### config.mk
export PLATFORM = sky130hd
export DESIGN_NAME = id_ex_stage
export DESIGN_NICKNAME = d
export VERILOG_FILES = /design/src/rtl/id_ex_stage.sv
export SDC_FILE = /design/constraint.sdc
export NUM_CORES = 1
export LEC_CHECK = 0
export BUFFER_PORTS_ARGS = -buffer_cell sky130_fd_sc_hd__buf_2
export CORE_AREA = 2 2 135 137
export CTS_BUF_LIST = sky130_fd_sc_hd__clkbuf_2 sky130_fd_sc_hd__clkbuf_4 sky130_fd_sc_hd__clkbuf_8
export DETAILED_ROUTE_END_ITERATION = 12
export DIE_AREA = 0 0 137 139
export SLEW_MARGIN = 40
export SYNTH_ARGS = -nofsm -noshare
export SYNTH_HDL_FRONTEND = slang
export SYNTH_SLANG_ARGS = --single-unit
### constraint.sdc
create_clock -name clk -period 6.5 [get_ports clk]
set_input_delay 0.325 -clock clk [delete_from_list [all_inputs] [get_ports clk]]
set_output_delay 0.325 -clock clk [all_outputs]
set_load 0.01 [all_outputs]
### src/rtl/id_ex_stage.sv
// ============================================================================
//  Module      : id_ex_stage
//  Description : ID/EX pipeline register with load-use hazard detection,
//                global stall hold, branch flush and a saturating bubble
//                counter.
//  Revision    : 1.0  initial release
// ============================================================================
`default_nettype none

module id_ex_stage #(
    parameter int CNT_W = 16
) (
    input  logic             clk,
    input  logic             rst,
    input  logic             stall_in,
    input  logic             flush_in,
    input  logic [11:0]      ctrl_id,
    input  logic [31:0]      pc4_id,
    input  logic [31:0]      rs_data_id,
    input  logic [31:0]      rt_data_id,
    input  logic [31:0]      imm_id,
    input  logic [4:0]       rs_id,
    input  logic [4:0]       rt_id,
    input  logic [4:0]       rd_id,
    input  logic [5:0]       funct_id,
    output logic [11:0]      ctrl_ex,
    output logic [31:0]      pc4_ex,
    output logic [31:0]      rs_data_ex,
    output logic [31:0]      rt_data_ex,
    output logic [31:0]      imm_ex,
    output logic [4:0]       rs_ex,
    output logic [4:0]       rt_ex,
    output logic [4:0]       rd_ex,
    output logic [5:0]       funct_ex,
    output logic             valid_ex,
    output logic             ctrl_flush,
    output logic             pc_write,
    output logic             ifid_write,
    output logic [CNT_W-1:0] bubble_cnt
);

    // Bit position of MemRead within the decoded control word.
    localparam int C_MEMREAD_BIT = 8;

    logic w_hz;
    logic w_bubble;

    // A load in EX whose destination feeds the ID instruction must be
    // separated by one bubble; writes to $zero never create a dependency.
    assign w_hz = valid_ex
                & ctrl_ex[C_MEMREAD_BIT]
                & (rt_ex != 5'd0)
                & ((rt_ex == rs_id) | (rt_ex == rt_id));

    // Flush and hazard in the same cycle collapse into a single bubble.
    assign w_bubble   = flush_in | w_hz;

    // Decoder kill is active-low; the front end holds on hazard or stall,
    // but a redirect alone lets the fetch proceed to the new target.
    assign ctrl_flush = ~w_bubble;
    assign pc_write   = ~(w_hz | stall_in);
    assign ifid_write = ~(w_hz | stall_in);

    // Pipeline register: reset > stall hold > bubble insert > normal load.
    always_ff @(posedge clk) begin
        if (rst) begin
            ctrl_ex    <= '0;
            pc4_ex     <= '0;
            rs_data_ex <= '0;
            rt_data_ex <= '0;
            imm_ex     <= '0;
            rs_ex      <= '0;
            rt_ex      <= '0;
            rd_ex      <= '0;
            funct_ex   <= '0;
            valid_ex   <= 1'b0;
            bubble_cnt <= '0;
        end else if (!stall_in) begin
            if (w_bubble) begin
                ctrl_ex    <= '0;
                pc4_ex     <= '0;
                rs_data_ex <= '0;
                rt_data_ex <= '0;
                imm_ex     <= '0;
                rs_ex      <= '0;
                rt_ex      <= '0;
                rd_ex      <= '0;
                funct_ex   <= '0;
                valid_ex   <= 1'b0;
                if (bubble_cnt != {CNT_W{1'b1}}) begin
                    bubble_cnt <= bubble_cnt + CNT_W'(1);
                end
            end else begin
                ctrl_ex    <= ctrl_id;
                pc4_ex     <= pc4_id;
                rs_data_ex <= rs_data_id;
                rt_data_ex <= rt_data_id;
                imm_ex     <= imm_id;
                rs_ex      <= rs_id;
                rt_ex      <= rt_id;
                rd_ex      <= rd_id;
                funct_ex   <= funct_id;
                valid_ex   <= 1'b1;
            end
        end
    end

endmodule

`default_nettype wire

==> flow_metrics.env, run 1 <==
export IMPL_synth_top_area_share_pct=61.1
export IMPL_cellPowerDensity_mw_per_mm2=267
export IMPL_core_mm2=0.0177
export IMPL_cts_buffer_depth=2
export IMPL_post_cts_buffers=0
export IMPL_path_delay_family="simple AND/OR/NAND/NOR gates"
export IMPL_synth_commonest_cells="dfxtp_1, a22o_1, clkbuf_1, nor2_1, nand2_1"
export IMPL_rsz0062_at_grt="false"
export IMPL_crit_slowest_cell="buf_6"
export IMPL_area_growth_syn_to_layout_pct=39.9
export IMPL_finalCritPeriodShare_pct=44.8
export IMPL_ys_types=37
export IMPL_wl_um=16900
export IMPL_synth_edf_count=0
export IMPL_final_area_mm2=0.00816
export IMPL_required_ps=6890
export IMPL_ys_warn_count=0
export IMPL_diodes=0
export IMPL_critical_path_buf_inv_count=1
export IMPL_max_freq_mhz=344
export IMPL_firstDrtPassIters=4
export IMPL_hold_buffers=0
export IMPL_p_leak_nw=4.00
export IMPL_detail_route_antenna_nets=0
export IMPL_crit_arrival_ps=3300
export IMPL_dp_hpwl_um=11800
export IMPL_row_count=49
export IMPL_synth_xor_area_share_pct=1.80
export IMPL_swShare_pct=25.3
export IMPL_period_needed_ps=2910
export IMPL_slowest_delay_ps=600
export IMPL_yosys_area_top_type="dfxtp_1"
export IMPL_maxCapViolCount=0
export IMPL_cts_sinks=178
export IMPL_cts_clk_slew_worst_paths_ps=100
export IMPL_nFillCells=1724
export IMPL_numPortBuffers=345
export IMPL_critPathCaptureType="flop"
export IMPL_synth_compound_area_share_pct=26.8
export IMPL_yosys_cell_count_top_type="dfxtp_1"
export IMPL_cts_buffers=17
export IMPL_skew_ps=14.7
export IMPL_synth_simple_area_share_pct=5.75
export IMPL_ys_flop_type="dfxtp_1"
export IMPL_root_buffer="clkbuf_8"
export IMPL_drive_above_1_share_pct=46.6
export IMPL_die_h_um=139
export IMPL_crit_type="flop to flop"
export IMPL_seq_area_mm2=0.00356
export IMPL_ff2ff_setup_slack_ps=3590
export IMPL_post_place_cells=1028
export IMPL_min_path_type="input port to flop"
export IMPL_muxShareOfSynthArea_pct=1.12
export IMPL_worst_slack_ps=3590
export IMPL_drt_iter0_drc=250
export IMPL_ir_worst_vdd_mv=0.112
export IMPL_placed_cell_area_mm2=0.00772
export IMPL_viasPerCell=4.85
export IMPL_antenna_found_initial=1
export IMPL_grt_remaining_overflow=0
export IMPL_syn_area_per_cell_um2=11.9
export IMPL_ys_ff_latch=178
export IMPL_die_area_mm2=0.0190
export IMPL_outcome="finished clean"
export IMPL_die_w_um=137
export IMPL_initial_core_util_pct=33.0
export IMPL_clock_latency_ps=450
export IMPL_synth_area_top_cells="dfxtp_1, a22o_1, clkbuf_1, xnor2_1, nor2_1"
export IMPL_cts_tree="done"
export IMPL_syn_inst=490
export IMPL_multi_input_area_mm2=0.00209
export IMPL_async_reset_ff_share_pct=0
export IMPL_total_power_w=0.00217
export IMPL_netlist_area_mm2=0.00583
export IMPL_first_global_vias=4706
export IMPL_pin_count=346
export IMPL_cts_htree_levels=4
export IMPL_cts_resized_gates=0
export IMPL_p_comb_share_pct=9.2
export IMPL_p_switching_w=0.000550
export IMPL_routabilityCongestion=0.769
export IMPL_num_nets_final=984
export IMPL_yosys_area_share_adder_pct=0.215
export IMPL_slew_violations=0
export IMPL_grt_pass1_wl_um=25600
export IMPL_grt_max_degree=99
export IMPL_synth_top_family_by_area="compound AO/OA/AOI/OAI gates"
export IMPL_setup_tns_ps=0
export IMPL_synth_seq_area_share_pct=61.1
export IMPL_vias=5136
export IMPL_drc=0
export IMPL_fin_cells=1059
export IMPL_path_cells="or4_1, o211ai_1, nor2_1, nor4_4, buf_6, a22o_1"
export IMPL_dp_slack_ps=3620
export IMPL_crit_fanout=98
export IMPL_seq_power_share_pct=53.0
export IMPL_grt_total_usage_pct=17.1
export IMPL_clkPwrFrac_pct=37.8
export IMPL_slew_headroom_pct=48.9
export IMPL_hold_violations=0
export IMPL_synth_nets=656
export IMPL_tightest_slew_ps=766
export IMPL_start_kind="flop"
export IMPL_post_drt_wl_per_cell_um=15.9
export IMPL_internal_power_w=0.00162
export IMPL_setup_viol_count_final=0
-- worst register-to-register path, cell delays in order (launching register included) --
cell,delay [ps]
dfxtp_1,360
or4_1,530
o211ai_1,270
nor2_1,130
nor4_4,570
buf_6,610
a22o_1,390
-- path summary, 6_finish.rpt --
check / start / end / cells after the start
hold / removal: rs_data_id[14] / rs_data_ex[14] / 2
setup / recovery: rt_ex[0] / rt_data_ex[25] / 6
hold reg to reg: rt_data_ex[15] / rt_data_ex[15] / 1
setup reg to reg: rt_ex[0] / rt_data_ex[25] / 6
-- cells in the final DEF, fill, tap and decap left out, types with 2 or more instances in the layout --
cell | Yosys | final
clkinvlp_4 | 0 | 2
clkbuf_8 | 0 | 17
a311oi_1 | 2 | 2
nor4_1 | 3 | 3
inv_6 | 0 | 2
or4_1 | 2 | 2
buf_2 | 11 | 345
nand3_1 | 6 | 6
inv_1 | 6 | 6
bufinv_16 | 0 | 3
nand2_1 | 12 | 12
inv_8 | 0 | 4
mux2_2 | 4 | 4
a22o_1 | 161 | 161
buf_6 | 0 | 3
xnor2_1 | 11 | 11
nor2_1 | 17 | 17
o21ai_0 | 6 | 6
nor3_1 | 2 | 2
mux2i_1 | 2 | 2
nand4_1 | 3 | 3
or3_1 | 5 | 5
nor2b_1 | 5 | 4
a21oi_1 | 9 | 9
dfxtp_1 | 178 | 178
-- cells by family after synthesis --
family,after synthesis
simple gates,62
mux,6
buf+inv,46
xor+xnor,12
fa+ha+maj,1
flops,178
compound gates,185
-- cell type report --
| cell class | count | area share (%) |
|---|---|---|
| Clock inverter | 14 | 2.42 |
| Inverter | 6 | 0.276 |
| Sequential cell | 178 | 43.7 |
| Multi-Input combinational cell | 266 | 25.6 |
| Clock buffer | 17 | 2.87 |
| Tap cell | 229 | 3.51 |
| Timing Repair Buffer | 349 | 21.7 |
-- per-layer routing --
metal  wire length [um]  share of wire, %  track usage [%]  vias up
met5                  5             0.030                0        -
met1               7230                43             21.7     2414
met4                265               1.6             5.70        2
met2               8310                49             27.8      181
met3               1080               6.4             5.01       21
li1                   -                 -                -     2518
-- metrics by stage --
| stage | hold slack [ps] | util, % |
|---|---|---|
| CTS | 41.7 | 46.2 |
| finish | 78.6 | 46.2 |
| global route | 39.0 | 46.2 |
| detailed placement | 449 | 43.7 |
| global placement | 451 | 43.7 |
| floorplan | 458 | - |
-- state kept, by name, summed over array words and instances, names as in the netlist, 5 cells and up --
name / cells
rd_ex: 5
ctrl_ex: 12
bubble_cnt: 16
rt_data_ex: 32
rs_data_ex: 32
rt_ex: 5
funct_ex: 6
rs_ex: 5
pc4_ex: 32
imm_ex: 32
-- power by group through the flow --
| stage | Combinational (W) | Sequential (W) | Clock, W |
|---|---|---|---|
| CTS | 0.000202 | 0.00115 | 0.000850 |
| global route | 0.000218 | 0.00116 | 0.000898 |
| finish | 0.000200 | 0.00115 | 0.000822 |
| global placement | 0.000200 | 0.00118 | 0 |
| floorplan | 0.0000745 | 0.00120 | 0 |
| detailed placement | 0.000202 | 0.00118 | 0 |
Power figures use the tool's default switching activity.
==> run 2, diff against run 1 <==
Settings changed: ABC_AREA set to 1, CORE_AREA 2 2 135 137 to 2 2 133 135, DIE_AREA 0 0 137 139 to 0 0 135 137, PLACE_DENSITY set to 0.71.
Clock period 6.5 ns to 2.7 ns, I/O delays scaled along.
==> flow_metrics.env, run 2 <==
export IMPL_outcome="finished clean"
export IMPL_total_power_w=0.00545
export IMPL_cts_tree="done"
export IMPL_routabilityCongestion=0.776
export IMPL_core_mm2=0.0171
export IMPL_cts_buffer_depth=2
export IMPL_p_leak_nw=4.99
export IMPL_post_drt_wl_per_cell_um=14.3
export IMPL_finalCritPeriodShare_pct=76.2
export IMPL_synth_top_area_share_pct=52.8
export IMPL_grt_pass1_wl_um=36300
export IMPL_critPathLaunch="rt_ex[2]"
export IMPL_synth_edf_count=0
export IMPL_crit_arrival_ps=1920
export IMPL_cts_resized_gates=0
export IMPL_crit_fanout=26
export IMPL_critPathCaptureType="output port"
export IMPL_viasPerCell=4.74
export IMPL_hp_start="rst"
export IMPL_vias=7777
export IMPL_netlist_area_mm2=0.00675
export IMPL_rr_startpoint="rt_ex[2]"
export IMPL_syn_area_per_cell_um2=7.25
export IMPL_synth_commonest_cells="nand2_1, dfxtp_1, a21oi_1, inv_1, nor2_1"
export IMPL_slew_violations=0
export IMPL_crit_slowest_cell="dfxtp_1"
export IMPL_hold_violations=0
export IMPL_ys_warn_count=0
export IMPL_cts_clk_slew_worst_paths_ps=100
export IMPL_synth_area_top_cells="dfxtp_1, nand2_1, a21oi_1, inv_1, nor2_1"
export IMPL_final_area_mm2=0.0106
export IMPL_rsz0062_at_grt="false"
export IMPL_synth_nets=1096
export IMPL_ir_worst_vdd_mv=0.286
export IMPL_crit_top_cell="nand2_1"
export IMPL_async_reset_ff_share_pct=0
export IMPL_initial_core_util_pct=39.6
export IMPL_die_h_um=137
export IMPL_min_path_type="input port to flop"
export IMPL_antenna_found_initial=1
export IMPL_root_buffer="clkbuf_8"
export IMPL_yosys_area_top_type="dfxtp_1"
export IMPL_ys_flop_type="dfxtp_1"
export IMPL_die_area_mm2=0.0185
export IMPL_maxCapViolCount=0
export IMPL_firstDrtPassIters=7
export IMPL_grt_total_usage_pct=24.5
export IMPL_row_count=48
export IMPL_setup_tns_ps=0
export IMPL_period_needed_ps=2060
export IMPL_yosys_cell_count_top_type="nand2_1"
export IMPL_max_freq_mhz=486
export IMPL_skew_ps=23.3
export IMPL_drt_iter0_drc=327
export IMPL_path_delay_family="buffers and inverters"
export IMPL_ys_types=20
export IMPL_grt_remaining_overflow=0
export IMPL_numPortBuffers=345
export IMPL_slowest_delay_ps=450
export IMPL_setup_viol_count_final=0
export IMPL_pin_count=346
export IMPL_detail_route_antenna_nets=0
export IMPL_ys_ff_latch=178
export IMPL_start_kind="flop"
export IMPL_grt_max_degree=104
export IMPL_clock_latency_ps=460
export IMPL_critical_path_buf_inv_count=4
export IMPL_slew_headroom_pct=52.4
export IMPL_die_w_um=135
export IMPL_layout_commonest_cell="nand2_1"
export IMPL_drive_above_1_share_pct=27.3
export IMPL_cts_sinks=178
export IMPL_first_global_vias=7419
export IMPL_placed_cell_area_mm2=0.00855
export IMPL_area_growth_syn_to_layout_pct=56.8
export IMPL_syn_inst=930
export IMPL_tightest_slew_ps=714
export IMPL_cellPowerDensity_mw_per_mm2=515
export IMPL_wl_um=23500
export IMPL_cts_buffers=17
export IMPL_dp_hpwl_um=13900
export IMPL_synth_seq_area_share_pct=52.8
export IMPL_drc=0
export IMPL_crit_type="flop to output port"
export IMPL_required_ps=2570
export IMPL_final_cell_mix="nand2_1, buf_2, dfxtp_1, a21oi_1, dlygate4sd3_1"
export IMPL_cts_htree_levels=4
export IMPL_path_cells="inv_1, nand2_1, nand2_1, nor2_1, nand3_1, nand2_1, nand2_1, nand2_2, buf_4, inv_1, buf_2"
export IMPL_num_nets_final=1568
==> run 2: kinds of logic (layout without fill, tap and decap cells) <==
kind of cell | Yosys count | in the layout | synth area share (%)
AND/OR/NAND/NOR | 478 | 478 | 27.7
flip-flops | 178 | 178 | 52.8
AO/OA/AOI/OAI | 165 | 165 | 12.2
buffers and inverters | 106 | 591 | 6.75
XOR/XNOR | 2 | 2 | 0.260
adder cells (fa/ha/maj) | 1 | 1 | 0.185
other | 0 | 1 | 0
==> run 2: per-stage QoR <==
stage,hold WS (ps),std cells,setup slack (ps),utilization (%)
floorplan,278,930,1120,-
global placement,383,1447,859,50.2
detailed placement,389,1447,821,50.2
CTS,12.3,1640,609,62.0
global route,20.7,1641,384,62.0
finish,46.5,1641,642,62.0
==> run 2: metal layers <==
| metal | up-vias | GRT usage, % | part of all wire (%) |
|---|---|---|---|
| li1 | 3877 | - | - |
| met1 | 3529 | 27.3 | 39 |
| met2 | 306 | 41.9 | 49 |
| met3 | 65 | 8.52 | 8.4 |
| met4 | 0 | 12.2 | 3.7 |
| met5 | - | 0 | 0 |
==> run 2: layout make-up <==
type | instances | area (um2)
inverter | 46 | 173
clock buffer | 20 | 263
fill | 1474 | 6480
timing repair buffer | 513 | 3420
antenna | 1 | 2.50
sequential | 178 | 3560
clock inverter | 12 | 149
tap | 225 | 282
multi-input combinational | 646 | 2730
==> run 2: timing repair <==
action | in CTS | in global routing
hold buffers | 161 | 0
setup buffers | 0 | 0
hold endpoints to repair | 161 | 0
==> run 2: path summary, 6_finish.rpt <==
check | endpoint | slack, ps | cells past startpoint
worst max register to register | imm_ex[6] | 770 | 10
worst max-delay path | ctrl_flush | 640 | 11
worst min-delay path | bubble_cnt[3] | 50 | 2
worst min register to register | pc4_ex[19] | 470 | 2
==> run 2: report_power, final <==
| group | total (W) | internal, W | switching [W] |
|---|---|---|---|
| registers | 0.00277 | 0.00272 | 0.0000532 |
| logic | 0.000772 | 0.000384 | 0.000387 |
| clock network | 0.00190 | 0.000890 | 0.00101 |
==> run 2: worst reg2reg max path: stages, from the launching register on <==
cell	delay, ps
dfxtp_1	380
nor3_1	200
nand3_1	100
nand3_1	80
inv_1	50
nand2_1	70
nand2_2	70
nor2_4	110
buf_4	490
nand2_1	170
a21oi_1	150
==> run 3, diff against run 2 <==
Settings changed: ABC_AREA 1 to 0, CORE_AREA 2 2 133 135 to 2 2 135 137, DIE_AREA 0 0 135 137 to 0 0 137 139, PLACE_DENSITY 0.71 to 0.66.
Clock period 2.7 ns to 1.7 ns, I/O delays scaled along.
==> flow_metrics.env, run 3 (synthesis results as in run 1) <==
export IMPL_outcome="finished with violations"
export IMPL_violations="negative setup slack"
export IMPL_dp_slack_ps=-362
export IMPL_first_global_vias=6451
export IMPL_ir_worst_vdd_mv=0.766
export IMPL_finalCritPeriodShare_pct=128
export IMPL_grt_pass1_wl_um=33300
export IMPL_cts_clk_slew_worst_paths_ps=100
export IMPL_initial_core_util_pct=33.0
export IMPL_firstDrtPassIters=4
export IMPL_die_area_mm2=0.0190
export IMPL_root_buffer="clkbuf_8"
export IMPL_grt_max_degree=56
export IMPL_crit_fanout=27
export IMPL_grt_remaining_overflow=0
export IMPL_detail_route_antenna_nets=0
export IMPL_maxCapViolCount=0
export IMPL_rsz0062_at_grt="true"
export IMPL_hold_violations=0
export IMPL_wl_um=22200
export IMPL_drive_above_1_share_pct=46.3
export IMPL_pin_count=346
export IMPL_grt_total_usage_pct=22.2
export IMPL_numPortBuffers=345
export IMPL_area_growth_syn_to_layout_pct=83.7
export IMPL_skew_ps=14.5
export IMPL_clock_latency_ps=450
export IMPL_final_util_pct=60.7
export IMPL_slew_headroom_pct=65.9
export IMPL_row_count=49
export IMPL_antenna_found_initial=0
export IMPL_required_ps=2090
export IMPL_vias=6409
export IMPL_min_path_type="input port to flop"
export IMPL_cts_htree_levels=4
export IMPL_diodes=0
export IMPL_drt_iter0_drc=239
export IMPL_viasPerCell=4.93
export IMPL_core_mm2=0.0177
export IMPL_final_cell_mix="buf_2, dfxtp_1, a22o_1, dlygate4sd3_1, buf_4"
export IMPL_setup_viol_count_final=181
export IMPL_drc=0
export IMPL_ff2ff_setup_slack_ps=-470
export IMPL_cts_sinks=178
export IMPL_routabilityCongestion=0.794
export IMPL_cts_buffer_depth=2
export IMPL_p_leak_nw=5.16
export IMPL_period_needed_ps=2170
export IMPL_num_nets_final=1223
export IMPL_tightest_slew_ps=507
export IMPL_cellPowerDensity_mw_per_mm2=797
export IMPL_die_w_um=137
export IMPL_layout_commonest_cell="buf_2"
export IMPL_post_drt_wl_per_cell_um=17.1
export IMPL_max_freq_mhz=460
export IMPL_cts_tree="done"
export IMPL_die_h_um=139
export IMPL_crit_type="flop to flop"
export IMPL_start_kind="flop"
export IMPL_crit_arrival_ps=2560
export IMPL_worst_slack_ps=-472
export IMPL_critPathCaptureType="flop"
export IMPL_cts_buffers=17
export IMPL_dp_hpwl_um=13400
export IMPL_timing_hold_ws_ps=152
export IMPL_slew_violations=0
run 3: final cells by class:
| cell class | count | area [um2] |
|---|---|---|
| fill | 1362 | 6940 |
| clock inverter | 14 | 138 |
| tap | 229 | 287 |
| inverter | 6 | 22.5 |
| clock buffer | 18 | 248 |
| sequential | 178 | 3580 |
| multi-input combinational | 266 | 2250 |
| timing repair buffer | 588 | 4190 |
run 3: stage by stage:
stage	total power [W]	TNS (ps)	cells	area [um2]
after floorplan	0.00486	-52210	490	5860
after global placement	0.00536	-45380	1090	8330
after detailed placement	0.00537	-52930	1090	8330
after CTS	0.00857	-67990	1295	10600
after global routing	0.00888	-84250	1299	10700
final	0.00854	-71100	1299	10700
run 3: path summary, 6_finish.rpt:
check,from,endpoint,cells after the start
worst max-delay path,rt_ex[3],rd_ex[1],8
worst min-delay path,rst,funct_ex[4],3
worst max register to register,rt_ex[3],rd_ex[1],8
worst min register to register,imm_ex[6],imm_ex[6],1
run 3: layer usage:
| metal | vias to the layer above | GRT usage, % | part of all wire [%] |
|---|---|---|---|
| met5 | - | 0 | 0 |
| met4 | 0 | 11.3 | 4.7 |
| met3 | 85 | 6.73 | 6.2 |
| met1 | 3040 | 25.1 | 39 |
| li1 | 3004 | - | - |
| met2 | 280 | 37.4 | 50 |
run 3: where the power goes:
part           leakage [nW]  switching, W  total, W  internal [W]
clock                 0.197       0.00173   0.00286       0.00113
combinational          3.51      0.000514   0.00126      0.000750
sequential             1.46     0.0000899   0.00441       0.00432
run 3: what timing repair did:
item	in CTS	in global routing
endpoints found under the hold margin	161	0
hold buffers	161	0
cloned	2	0
resized for setup	21	21
endpoints found under the setup margin	181	181
pin swaps	8	11
setup buffers	10	5
run 3: critical path, cell delays in order, from the launching register on:
cell and delay [ps]:
dfxtp_4 360, or4_4 530, o211ai_1 240, nor2_1 120, nor4_4 230, buf_4 170, buf_6 120, buf_12 170
a22o_1 160
